<file path="config.mk">
export PLATFORM = sky130hd
export DESIGN_NAME = sequence_pattern_generator
export DESIGN_NICKNAME = d
export VERILOG_FILES = /design/src/rtl/seq_pattern_pkg.sv /design/src/rtl/sequence_pattern_shifter.sv /design/src/rtl/sequence_pattern_generator.sv
export SDC_FILE = /design/constraint.sdc
export NUM_CORES = 1
export LEC_CHECK = 0
export CORE_UTILIZATION = 45
export DETAILED_ROUTE_END_ITERATION = 6
export PLACE_DENSITY = 0.66
export SLEW_MARGIN = 20
export SYNTH_ARGS = -nofsm -noshare
export SYNTH_HDL_FRONTEND = slang
export SYNTH_SLANG_ARGS = --single-unit
</file>
<file path="constraint.sdc">
create_clock -name clk -period 1.9 [get_ports clk]
set_input_delay 0.38 -clock clk [delete_from_list [all_inputs] [get_ports clk]]
set_output_delay 0.38 -clock clk [all_outputs]
set_load 0.1 [all_outputs]
</file>
<file path="src/rtl/seq_pattern_pkg.sv">
// Shared constants and state encoding for the sequence pattern generator/detector pair.
package seq_pattern_pkg;

   typedef enum logic [1:0] {
      IDLE   = 2'd0,
      SHIFT  = 2'd1,
      GAP    = 2'd2,
      FINISH = 2'd3
   } seq_state_e;

   localparam int         SEQ_PATTERN_DEFAULT_LEN = 6;
   localparam logic [5:0] SEQ_PATTERN_DEFAULT     = 6'b110101;

endpackage

</file>
<file path="src/rtl/sequence_pattern_shifter.sv">
// Loadable MSB-first shift register with a saturating bit index and last-bit flag.
module sequence_pattern_shifter
   import seq_pattern_pkg::*;
#(
   parameter int               LEN = SEQ_PATTERN_DEFAULT_LEN,
   parameter logic [LEN-1:0]   PAT = LEN'(SEQ_PATTERN_DEFAULT)
) (
   input  logic clk,
   input  logic rest,
   input  logic load,
   input  logic shift,
   output logic msb_next,
   output logic last_bit
);

   localparam int             IW       = $clog2(LEN);
   localparam logic [IW-1:0]  IDX_LAST = IW'(LEN - 1);

   logic [LEN-1:0] sreg_q, sreg_d;
   logic [IW-1:0]  idx_q, idx_d;

   always_comb begin
      sreg_d = sreg_q;
      idx_d  = idx_q;
      if (load) begin
         sreg_d = PAT;
         idx_d  = '0;
      end else if (shift) begin
         sreg_d = {sreg_q[LEN-2:0], 1'b0};
         if (idx_q != IDX_LAST) idx_d = idx_q + 1'b1;
      end
   end

   always_ff @(posedge clk or posedge rest) begin
      if (rest) begin
         sreg_q <= '0;
         idx_q  <= '0;
      end else begin
         sreg_q <= sreg_d;
         idx_q  <= idx_d;
      end
   end

   // Outputs in the top are registered, so they need the post-edge MSB.
   assign msb_next = sreg_d[LEN-1];
   assign last_bit = (idx_q == IDX_LAST);

endmodule

</file>
<file path="src/rtl/sequence_pattern_generator.sv">
// Serial pattern transmitter: repeats PATTERN count times with GAP_LEN idle cycles between bursts.
// Optional abort input enabled by defining SEQ_PATTERN_GEN_ABORT_EN.
module sequence_pattern_generator
   import seq_pattern_pkg::*;
#(
   parameter int                     PATTERN_LEN = SEQ_PATTERN_DEFAULT_LEN,
   parameter logic [PATTERN_LEN-1:0] PATTERN     = PATTERN_LEN'(SEQ_PATTERN_DEFAULT),
   parameter int                     GAP_LEN     = 2
) (
   input  logic       clk,
   input  logic       rest,
   input  logic       start,
   input  logic [7:0] count,
`ifdef SEQ_PATTERN_GEN_ABORT_EN
   input  logic       abort,
`endif
   output logic       out,
   output logic       out_valid,
   output logic       busy,
   output logic       done
);

   localparam int            GW       = (GAP_LEN > 0) ? $clog2(GAP_LEN + 1) : 1;
   localparam logic [GW-1:0] GAP_LAST = GW'((GAP_LEN > 0) ? GAP_LEN - 1 : 0);

   seq_state_e    state_q, state_d;
   logic [7:0]    rep_q, rep_d;
   logic [GW-1:0] gap_q, gap_d;
   logic          out_q, out_d;
   logic          out_valid_q, out_valid_d;
   logic          busy_q, busy_d;
   logic          done_q, done_d;
   logic          load, shift, msb_next, last_bit;
   logic          abort_req;

`ifdef SEQ_PATTERN_GEN_ABORT_EN
   assign abort_req = abort;
`else
   assign abort_req = 1'b0;
`endif

   sequence_pattern_shifter #(
      .LEN (PATTERN_LEN),
      .PAT (PATTERN)
   ) u_shifter (
      .clk      (clk),
      .rest     (rest),
      .load     (load),
      .shift    (shift),
      .msb_next (msb_next),
      .last_bit (last_bit)
   );

   always_comb begin
      state_d = state_q;
      rep_d   = rep_q;
      gap_d   = gap_q;
      load    = 1'b0;
      shift   = 1'b0;
      case (state_q)
         IDLE: begin
            if (start) begin
               if (count != 8'd0) begin
                  rep_d   = count;
                  gap_d   = '0;
                  load    = 1'b1;
                  state_d = SHIFT;
               end else begin
                  state_d = FINISH;
               end
            end
         end
         SHIFT: begin
            if (abort_req) begin
               state_d = FINISH;
            end else if (last_bit) begin
               rep_d = rep_q - 8'd1;
               if (rep_q == 8'd1) begin
                  state_d = FINISH;
               end else if (GAP_LEN == 0) begin
                  load  = 1'b1;
                  gap_d = '0;
               end else begin
                  gap_d   = '0;
                  state_d = GAP;
               end
            end else begin
               shift = 1'b1;
            end
         end
         GAP: begin
            if (abort_req) begin
               state_d = FINISH;
            end else if (gap_q == GAP_LAST) begin
               load    = 1'b1;
               gap_d   = '0;
               state_d = SHIFT;
            end else begin
               gap_d = gap_q + 1'b1;
            end
         end
         FINISH: state_d = IDLE;
         default: state_d = IDLE;
      endcase

      // Outputs decode the next state so they line up with it after the edge.
      out_valid_d = (state_d == SHIFT);
      out_d       = out_valid_d & msb_next;
      busy_d      = (state_d == SHIFT) || (state_d == GAP);
      done_d      = (state_d == FINISH);
   end

   always_ff @(posedge clk or posedge rest) begin
      if (rest) begin
         state_q     <= IDLE;
         rep_q       <= '0;
         gap_q       <= '0;
         out_q       <= 1'b0;
         out_valid_q <= 1'b0;
         busy_q      <= 1'b0;
         done_q      <= 1'b0;
      end else begin
         state_q     <= state_d;
         rep_q       <= rep_d;
         gap_q       <= gap_d;
         out_q       <= out_d;
         out_valid_q <= out_valid_d;
         busy_q      <= busy_d;
         done_q      <= done_d;
      end
   end

   assign out       = out_q;
   assign out_valid = out_valid_q;
   assign busy      = busy_q;
   assign done      = done_q;

endmodule

</file>
## Word level (Yosys, flattened, before mapping)

Cells that the tools add are included.

| storage, ports and cells | value |
|---|---|
| ROM bits | 0 |
| RAM bits | 0 |
| output and inout port bits | 4 |
| register bits after elaboration | 25 |
| memories kept | 0 |
| bits in latches | 0 |
| input bits | 11 |

| operators by class | value |
|---|---|
| equality and inequality tests | 14 |
| $mul | 0 |
| divide/modulo/power cells | 0 |
| reductions and logical operators | 10 |
| add/subtract/negate cells | 3 |
| $lt $le $gt $ge | 0 |
| shift operators | 0 |
| mux-type cells | 27 |
| bitwise operators | 1 |

Operators with widths:

| operator | count |
|---|---|
| $mux W8 | 3 |
| $mux W2 | 9 |
| $pmux W8 S2 | 1 |
| $mux W6 | 2 |
| $mux W3 | 3 |
| $eq A2 B2 Y1 const B | 4 |
| $eq A8 B1 Y1 const B | 1 |
| $ne A2 B2 Y1 const B | 4 |
| $pmux W2 S4 | 1 |
| $reduce_bool A8 Y1 | 1 |
| $sub A8 B1 Y8 const B | 1 |
| $eq A2 B1 Y1 const B | 3 |
| $mux W1 | 6 |
| $pmux W2 S3 | 1 |
| $reduce_bool A2 Y1 | 3 |
| $reduce_and A5 Y1 | 1 |
| $reduce_and A4 Y1 | 1 |
| $add A3 B1 Y3 const B | 1 |
| $eq A3 B3 Y1 const B | 1 |
| $ne A3 B3 Y1 const B | 1 |
| $reduce_bool A3 Y1 | 1 |
| $add A2 B1 Y2 const B | 1 |
| $logic_not A2 Y1 | 1 |
| $pmux W1 S2 | 1 |
| 3 further kinds | 3 |

## Logic depth before layout (Yosys ltp)

Gate-level depths: netlist (run 1).

| depth | value |
|---|---|
| word-level depth | 6 |
| depth in mapped cells | 8 |
| mapped depth without buffers | 8 |

## Modules after synthesis

From an unflattened synthesis (run 1), not the netlist that was laid out.

| unflattened totals | value |
|---|---|
| cells, all modules | 130 |
| area total of the unflattened synthesis | 1,353.8 um^2 |

By module, submodules not included:

| module | times used | cells an instance | area each (um^2) |
|---|---|---|---|
| sequence_pattern_generator | 1 | 93 | 915.9 |
| sequence_pattern_shifter | 1 | 37 | 437.9 |

## Worst setup path after synthesis (run 1)

OpenSTA, ideal clock, no wires.

| path | value |
|---|---|
| path type | reg2reg |
| start | reg rep_q[2] |
| end | reg out_q, in the netlist out |
| data required time | 1.822 ns |
| arrival | 1.640 ns |
| buffers on the path | 0 |
| stages on the path, launching flop included | 7 |
| period minus slack after synthesis | 1.718 ns |
| setup slack | 0.182 ns |
| cell sequence | dfrtp_1 -> or3_4 -> nor4_4 -> a31o_2 -> o32a_2 -> ha_1 -> a21boi_1 |

| on the way | value |
|---|---|
| word-level cells in the longest chain between the ends | 6 |

RTL lines:

| what | line | source |
|---|---|---|
| from (decl) | sequence_pattern_generator.sv:27 | `logic [7:0] rep_q, rep_d;` |
| from (signal assigned) | sequence_pattern_generator.sv:124 | `rep_q <= rep_d;` |
| $eq A8 B1 Y1 | sequence_pattern_generator.sv:78 | `if (rep_q == 8'd1) begin` |
| $mux W1 | sequence_pattern_generator.sv:78 |  |
| $mux W2 | sequence_pattern_generator.sv:76 | `end else if (last_bit) begin` |
| $pmux W2 S4 | sequence_pattern_generator.sv:60 | `case (state_q)` |
| via state_d[0] | sequence_pattern_generator.sv:26 | `seq_state_e state_q, state_d;` |
| $eq A2 B1 Y1 | sequence_pattern_generator.sv:107 | `out_valid_d = (state_d == SHIFT);` |
| via out_valid_d | sequence_pattern_generator.sv:30 | `logic out_valid_q, out_valid_d;` |
| $and A1 B1 Y1 | sequence_pattern_generator.sv:108 | `out_d = out_valid_d & msb_next;` |
| via out_d | sequence_pattern_generator.sv:29 | `logic out_q, out_d;` |
| to (signal assigned) | sequence_pattern_generator.sv:126 | `out_q <= out_d;` |
| to (decl) | sequence_pattern_generator.sv:29 |  |

The timed path passes the listed nets, and every way through them passes these cells.
A chain may end at the register's enable or synchronous reset.

## Worst setup path in the final report (run 1)

Ends and elaborated chain as after synthesis.

==> results of run 1 <==
[stage by stage]
stage | power, W | hold WS, ns | utilization [%] | TNS (ns) | instances
after floorplan | 0.002223 | 0.4073 | - | 0 | 137
after global placement | 0.002732 | 0.4627 | 60.44 | -1.535 | 201
after detailed placement | 0.002774 | 0.4646 | 60.44 | -2.040 | 201
after CTS | 0.003014 | 0.3957 | 61.36 | 0 | 205
after global routing | 0.003435 | 0.4220 | 64.17 | -0.06189 | 211
final | 0.003187 | 0.3943 | 64.17 | 0 | 211
[flip-flops by register name, indices dropped and copies added, names as in the netlist]
signal and flops:
gap_q 2, u_shifter.sreg_q 6, rep_q 8, u_shifter.idx_q 3, state_q 2, out_valid 1, out 1, busy 1
done 1
[what timing repair did]
action	4_1_cts	5_1_grt
setup endpoints to repair	0	2
buffers inserted	0	6
hold buffers	0	0
resized for setup	0	7
[Yosys cell counts (all sizes together), types with 3 or more instances]
cell type / number / area, sq um
nor2: 6 / 22.52
a211oi: 5 / 52.55
ha: 6 / 75.07
buf: 4 / 20.02
o21ai: 3 / 18.77
nor4: 3 / 63.81
nor3: 4 / 20.02
nand3: 5 / 25.02
inv: 8 / 30.03
nor2b: 3 / 18.77
dfrtp: 25 / 625.6
o22ai: 5 / 31.28
nand2b: 3 / 26.27
a21oi: 11 / 70.07
nand2: 19 / 71.32
o32a: 3 / 31.28
[cells in the final DEF, fill, tap and decap left out, drive strengths merged, types with 4 or more instances in the layout]
master          n
a211oi          5
a21oi          11
buf            33
clkbuf          4
clkdlybuf4s50  10
dfrtp          25
ha              6
inv             8
nand2          19
nand3           5
nor2            6
nor3            4
o22ai           5
[power by group through the flow]
stage / logic [W] / clock network [W] / registers [W]
final: 0.00199 / 0.000228 / 0.000967
after CTS: 0.00180 / 0.000245 / 0.000972
after floorplan: 0.00103 / 0 / 0.00119
after detailed placement: 0.00179 / 0 / 0.000986
after global placement: 0.00176 / 0 / 0.000972
after global routing: 0.00218 / 0.000258 / 0.000998
[layout make-up]
type / instances / area (sq um) / share of cell area [%]
Sequential cell: 25 / 626.9 / 34.24
Multi-Input combinational cell: 100 / 760.7 / 41.56
Timing Repair Buffer: 43 / 347.8 / 19.00
Clock buffer: 4 / 26.28 / 1.435
Inverter: 8 / 30.03 / 1.640
Tap cell: 31 / 38.79 / 2.119
[worst max-delay path by stage]
stage,endpoint,cells past startpoint,startpoint
after floorplan,out,6,rep_q[2]
after global placement,out,7,count[2]
after detailed placement,out,7,count[2]
after CTS,out,6,rep_q[3]
after global routing,out,6,rep_q[2]
final,out,6,rep_q[2]
[tightest hold or removal path: cells and delay by family]
| kind | cells | cell delay [ns] |
|---|---|---|
| buffers and inverters | 3 | 0.74 |
[cells by family (layout without fill, tap and decap cells)]
group / Yosys count / after routing / synth area share, %
multiplexers: 2 / 2 / 1.427
adder cells (fa/ha/maj): 6 / 6 / 5.352
buffers and inverters: 12 / 55 / 3.568
AND/OR/NAND/NOR: 48 / 48 / 20.70
XOR/XNOR: 2 / 2 / 1.249
AO/OA/AOI/OAI: 42 / 42 / 23.11
flip-flops: 25 / 25 / 44.60
[layer usage]
| layer | part of all wire (%) | up-vias |
|---|---|---|
| met5 | 0 | - |
| met4 | 1.2 | 0 |
| met3 | 3.8 | 4 |
| met2 | 49 | 28 |
| met1 | 46 | 596 |
| li1 | - | 591 |
==> impl_metrics.tcl, run 1 <==
set metrics [dict create \
    syn-cell-area_sq_um 1403 \
    root_buffer "clkbuf_4" \
    drt_iter0_drc 67 \
    cp.arrival_ns 2.10 \
    max_freq_mhz 541.8 \
    cts_buffers 3 \
    area_growth_pct 30.51 \
    r2r_start "rep_q[2]" \
    use_met3_pct 4.018 \
    timing.critical_path.buf_inv 0 \
    critPathTopFamily "simple AND/OR/NAND/NOR gates" \
    final.period_utilization_pct 97.13 \
    grt_use_total_pct 20.10 \
    setup_viol 0 \
    die_x_um 57.83 \
    reg2regPathDepth 6 \
    antenna_found_initial 0 \
    p_sw_w 0.001468 \
    top_usage_layer "met2" \
    vias 1219 \
    fin_nets 198 \
    worst_slew_pin_slew_ns 0.5596 \
    syn_inst 137 \
    ys_ff_latch 25 \
    die_y_um 57.83 \
    clk_pin_slew_ns 0.13 \
    leakage_nw 0.8153 \
    critPathLaunchType "flop" \
    p_sw_share_pct 46.06 \
    synthArstFlopShare_pct 100.0 \
    slowest_delay_ns 0.42 \
    dr.pass1.iters 6 \
    synth.net_count 154 \
    synth_cell_type_count 42 \
    internal_power_w 0.001719 \
    criticalPathCategory "flop to flop" \
    cts_tree "done" \
    initial_core_util_pct 49.17 \
    finalWeightedCongestion 0.8329 \
    dpl_cell_area_sq_um 1724 \
    grt_pass1_vias 1182 \
    drive_gt1_share_pct 30.00 \
    synth_edf_count 0 \
    crit_slowest_cell "or3_4" \
    place_ws_ns -0.2108 \
    use_met1_pct 26.96 \
    synth_seq_area_share_pct 44.60 \
    clock_path_buffers 2 \
    wirelength_mm 3.120 \
    fin_area_sq_um 1831 \
    worstPathRequired_ns 2.16 \
    diodes 0 \
    synth_area_per_cell_sq_um 10.24 \
    via_per_inst 5.777 \
    htreeDepth 1 \
    crit_path_max_fanout 3 \
    p_per_area_nw_per_um2 1741 \
    skew_ns 0.003984 \
    insertion_delay_ns 0.31 \
    place_hpwl_mm 2.318 \
    status "finished with violations" \
    seqPwrFrac_pct 30.3 \
    min_period_ns 1.846 \
    drc 2 \
    rows 19 \
    core-area_sq_um 2853 \
    cp-end-kind "flop" \
    synth_warnings 0 \
    die_area_sq_um 3344 \
    hold_viol 0 \
    overflow 0 \
    grt_pass1_wl_mm 5.126 \
    relSlewSlack_pct 62.62 \
    cts.sinks 25 \
    slew_violations 0 \
    ff2ff_setup_slack_ns 0.05 \
    clockPowerShare_pct 7.2 \
    io-pin-count 15 \
    comb_power_share_pct 62.5 \
    fill_cells 239 \
    ir_drop_v 0.001205 \
    ys.flop_type "dfrtp_1" \
    wl_per_cell_um 14.79 \
    violations "DRC" \
    grt_max_degree 26 \
    cap_violations 0 \
    ant_nets 0 \
    setup_ws_ns 0.05447 \
    use_met2_pct 32.35 \
    worst_r2r_endpoint "out" \
    port_buffers 14 \
    crit_chain "or3_4 -> nor4_4 -> a31o_2 -> o32a_4 -> ha_4 -> a21boi_2" \
    min_path_type "primary input to async pin" \
]
No activity file was read; power rests on OpenSTA's default activity.
==> run 2: changes to the inputs <==
--- a/config.mk
+++ b/config.mk
@@ -5,6 +5,7 @@
 export SDC_FILE = /design/constraint.sdc
 export NUM_CORES = 1
 export LEC_CHECK = 0
+export CORE_ASPECT_RATIO = 1.5
 export CORE_UTILIZATION = 45
 export DETAILED_ROUTE_END_ITERATION = 6
 export PLACE_DENSITY = 0.66
==> impl_metrics.tcl, run 2 (same netlist as run 1, synthesis figures left out) <==
set metrics [dict create \
    status "complete, no violations" \
    largest_reg_flops 8 \
    clock_path_buffers 2 \
    worstPathRequired_ns 2.07 \
    fin_util_pct 60.76 \
    layout.cells.most_common "buf_4" \
    slew_violations 0 \
    max_freq_mhz 558.4 \
    relSlewSlack_pct 63.10 \
    grt_pass1_vias 1287 \
    p_per_area_nw_per_um2 1769 \
    grt_pass1_wl_mm 5.575 \
    leakage_nw 0.7862 \
    cts_buffers 3 \
    seqPwrFrac_pct 30.5 \
    antenna_found_initial 0 \
    overflow 0 \
    fin_nets 192 \
    crit_path_max_fanout 2 \
    die_x_um 47.59 \
    skew_ns 0.005158 \
    place_ws_ns -0.2050 \
    drt_iter0_drc 32 \
    final_cell_mix "27 x buf_4, 25 x dfrtp_1, 19 x nand2_1" \
    ant_nets 0 \
    diodes 0 \
    die_area_sq_um 3349 \
    wl_per_cell_um 15.84 \
    finalWeightedCongestion 0.8782 \
    cts.sinks 25 \
    clockPowerShare_pct 10.6 \
    largestRegisters "rep_q: 8 flops, u_shifter.sreg_q: 6 flops, u_shifter.idx_q: 3 flops" \
    area_growth_pct 27.48 \
    top_layer "met4" \
    port_buffers 14 \
    wl_met2_mm 1.759 \
    cts_tree "done" \
    place_hpwl_mm 2.539 \
    setup_viol 0 \
    comb_power_share_pct 59.0 \
    hold_viol 0 \
    core-area_sq_um 2943 \
    dr.pass1.iters 4 \
    htreeDepth 1 \
    fin_total_pwr_w 0.003162 \
    postCtsSetupBuffers 0 \
    wirelength_mm 3.373 \
    grt_use_total_pct 23.19 \
    grt_max_degree 26 \
    drive_gt1_share_pct 27.01 \
    io-pin-count 15 \
    p_sw_w 0.001477 \
    vias 1218 \
    met1_length_mm 1.430 \
    min_path_type "primary input to async pin" \
    rsz0062_at_grt "no" \
    criticalPathCategory "primary input to flop" \
    final.period_utilization_pct 94.26 \
    p_sw_share_pct 46.69 \
    root_buffer "clkbuf_8" \
    drc 0 \
    fin_hold_ws_ns 0.4389 \
    internal_power_w 0.001686 \
    setup_ws_ns 0.1091 \
    ir_drop_v 0.001097 \
    critPathLaunchType "primary input" \
    regMostFlops "rep_q" \
    min_period_ns 1.791 \
    cp-end-kind "flop" \
    insertion_delay_ns 0.28 \
    die_y_um 70.38 \
    cap_violations 0 \
    dr_wl_met3_um 107 \
    via_per_inst 5.718 \
    initial_core_util_pct 47.66 \
    worst_slew_pin_slew_ns 0.5526 \
    cp.arrival_ns 1.96 \
    rows 24 \
    clk_pin_slew_ns 0.09 \
]
==> run 2: timing repair <==
action	CTS	global route
setup endpoints to repair	0	2
hold buffers	0	0
gates resized for setup	0	3
==> run 2: cell type report <==
class | count | area (sq um)
Fill cell | 280 | 1155
Multi-Input combinational cell | 100 | 732.0
Inverter | 8 | 30.03
Tap cell | 39 | 48.80
Sequential cell | 25 | 625.6
Clock buffer | 3 | 41.29
Timing Repair Buffer | 37 | 302.8
Clock inverter | 1 | 7.507
==> run 2: critical path, stage by stage <==
cell and delay, ns:
clkdlybuf4s50_1 0.47, nor4_4 0.32, nand4_1 0.13, a21boi_1 0.17
a2bb2oi_1 0.15, ha_1 0.22, a21boi_1 0.12
==> run 2: path summary, 6_finish.rpt <==
path | startpoint | to | slack [ns] | cells after the start
max | count[2] | out | 0.11 | 7
min | rest | u_shifter.sreg_q[1] | 0.44 | 3
max reg2reg | rep_q[4] | out | 0.12 | 6
min reg2reg | u_shifter.sreg_q[0] | u_shifter.sreg_q[0] | 0.50 | 2
max in group asynchronous | rest | rep_q[2] | 1.21 | 3
min in group clk | u_shifter.sreg_q[0] | u_shifter.sreg_q[0] | 0.50 | 2
==> run 2: stage by stage <==
step / TNS [ns] / instance area (sq um) / std cells
2_1_floorplan: 0 / 1403 / 137
3_3_place_gp: -1.502 / 1734 / 209
3_5_place_dp: -2.237 / 1734 / 209
4_1_cts: 0 / 1783 / 213
5_1_grt: 0 / 1788 / 213
6_report: 0 / 1788 / 213
==> run 2: power groups by stage <==
stage	Sequential [W]	Clock [W]	Combinational [W]
2_1_floorplan	0.00119	0	0.00103
3_3_place_gp	0.000961	0	0.00179
3_5_place_dp	0.000969	0	0.00185
4_1_cts	0.000958	0.000345	0.00185
5_1_grt	0.000997	0.000369	0.00203
6_report	0.000963	0.000335	0.00186
==> run 2: routing by layer <==
metal	up-vias	global-route usage (%)
met5	-	0
met4	0	12.04
met3	7	4.393
met2	33	36.38
met1	598	28.83
li1	580	-
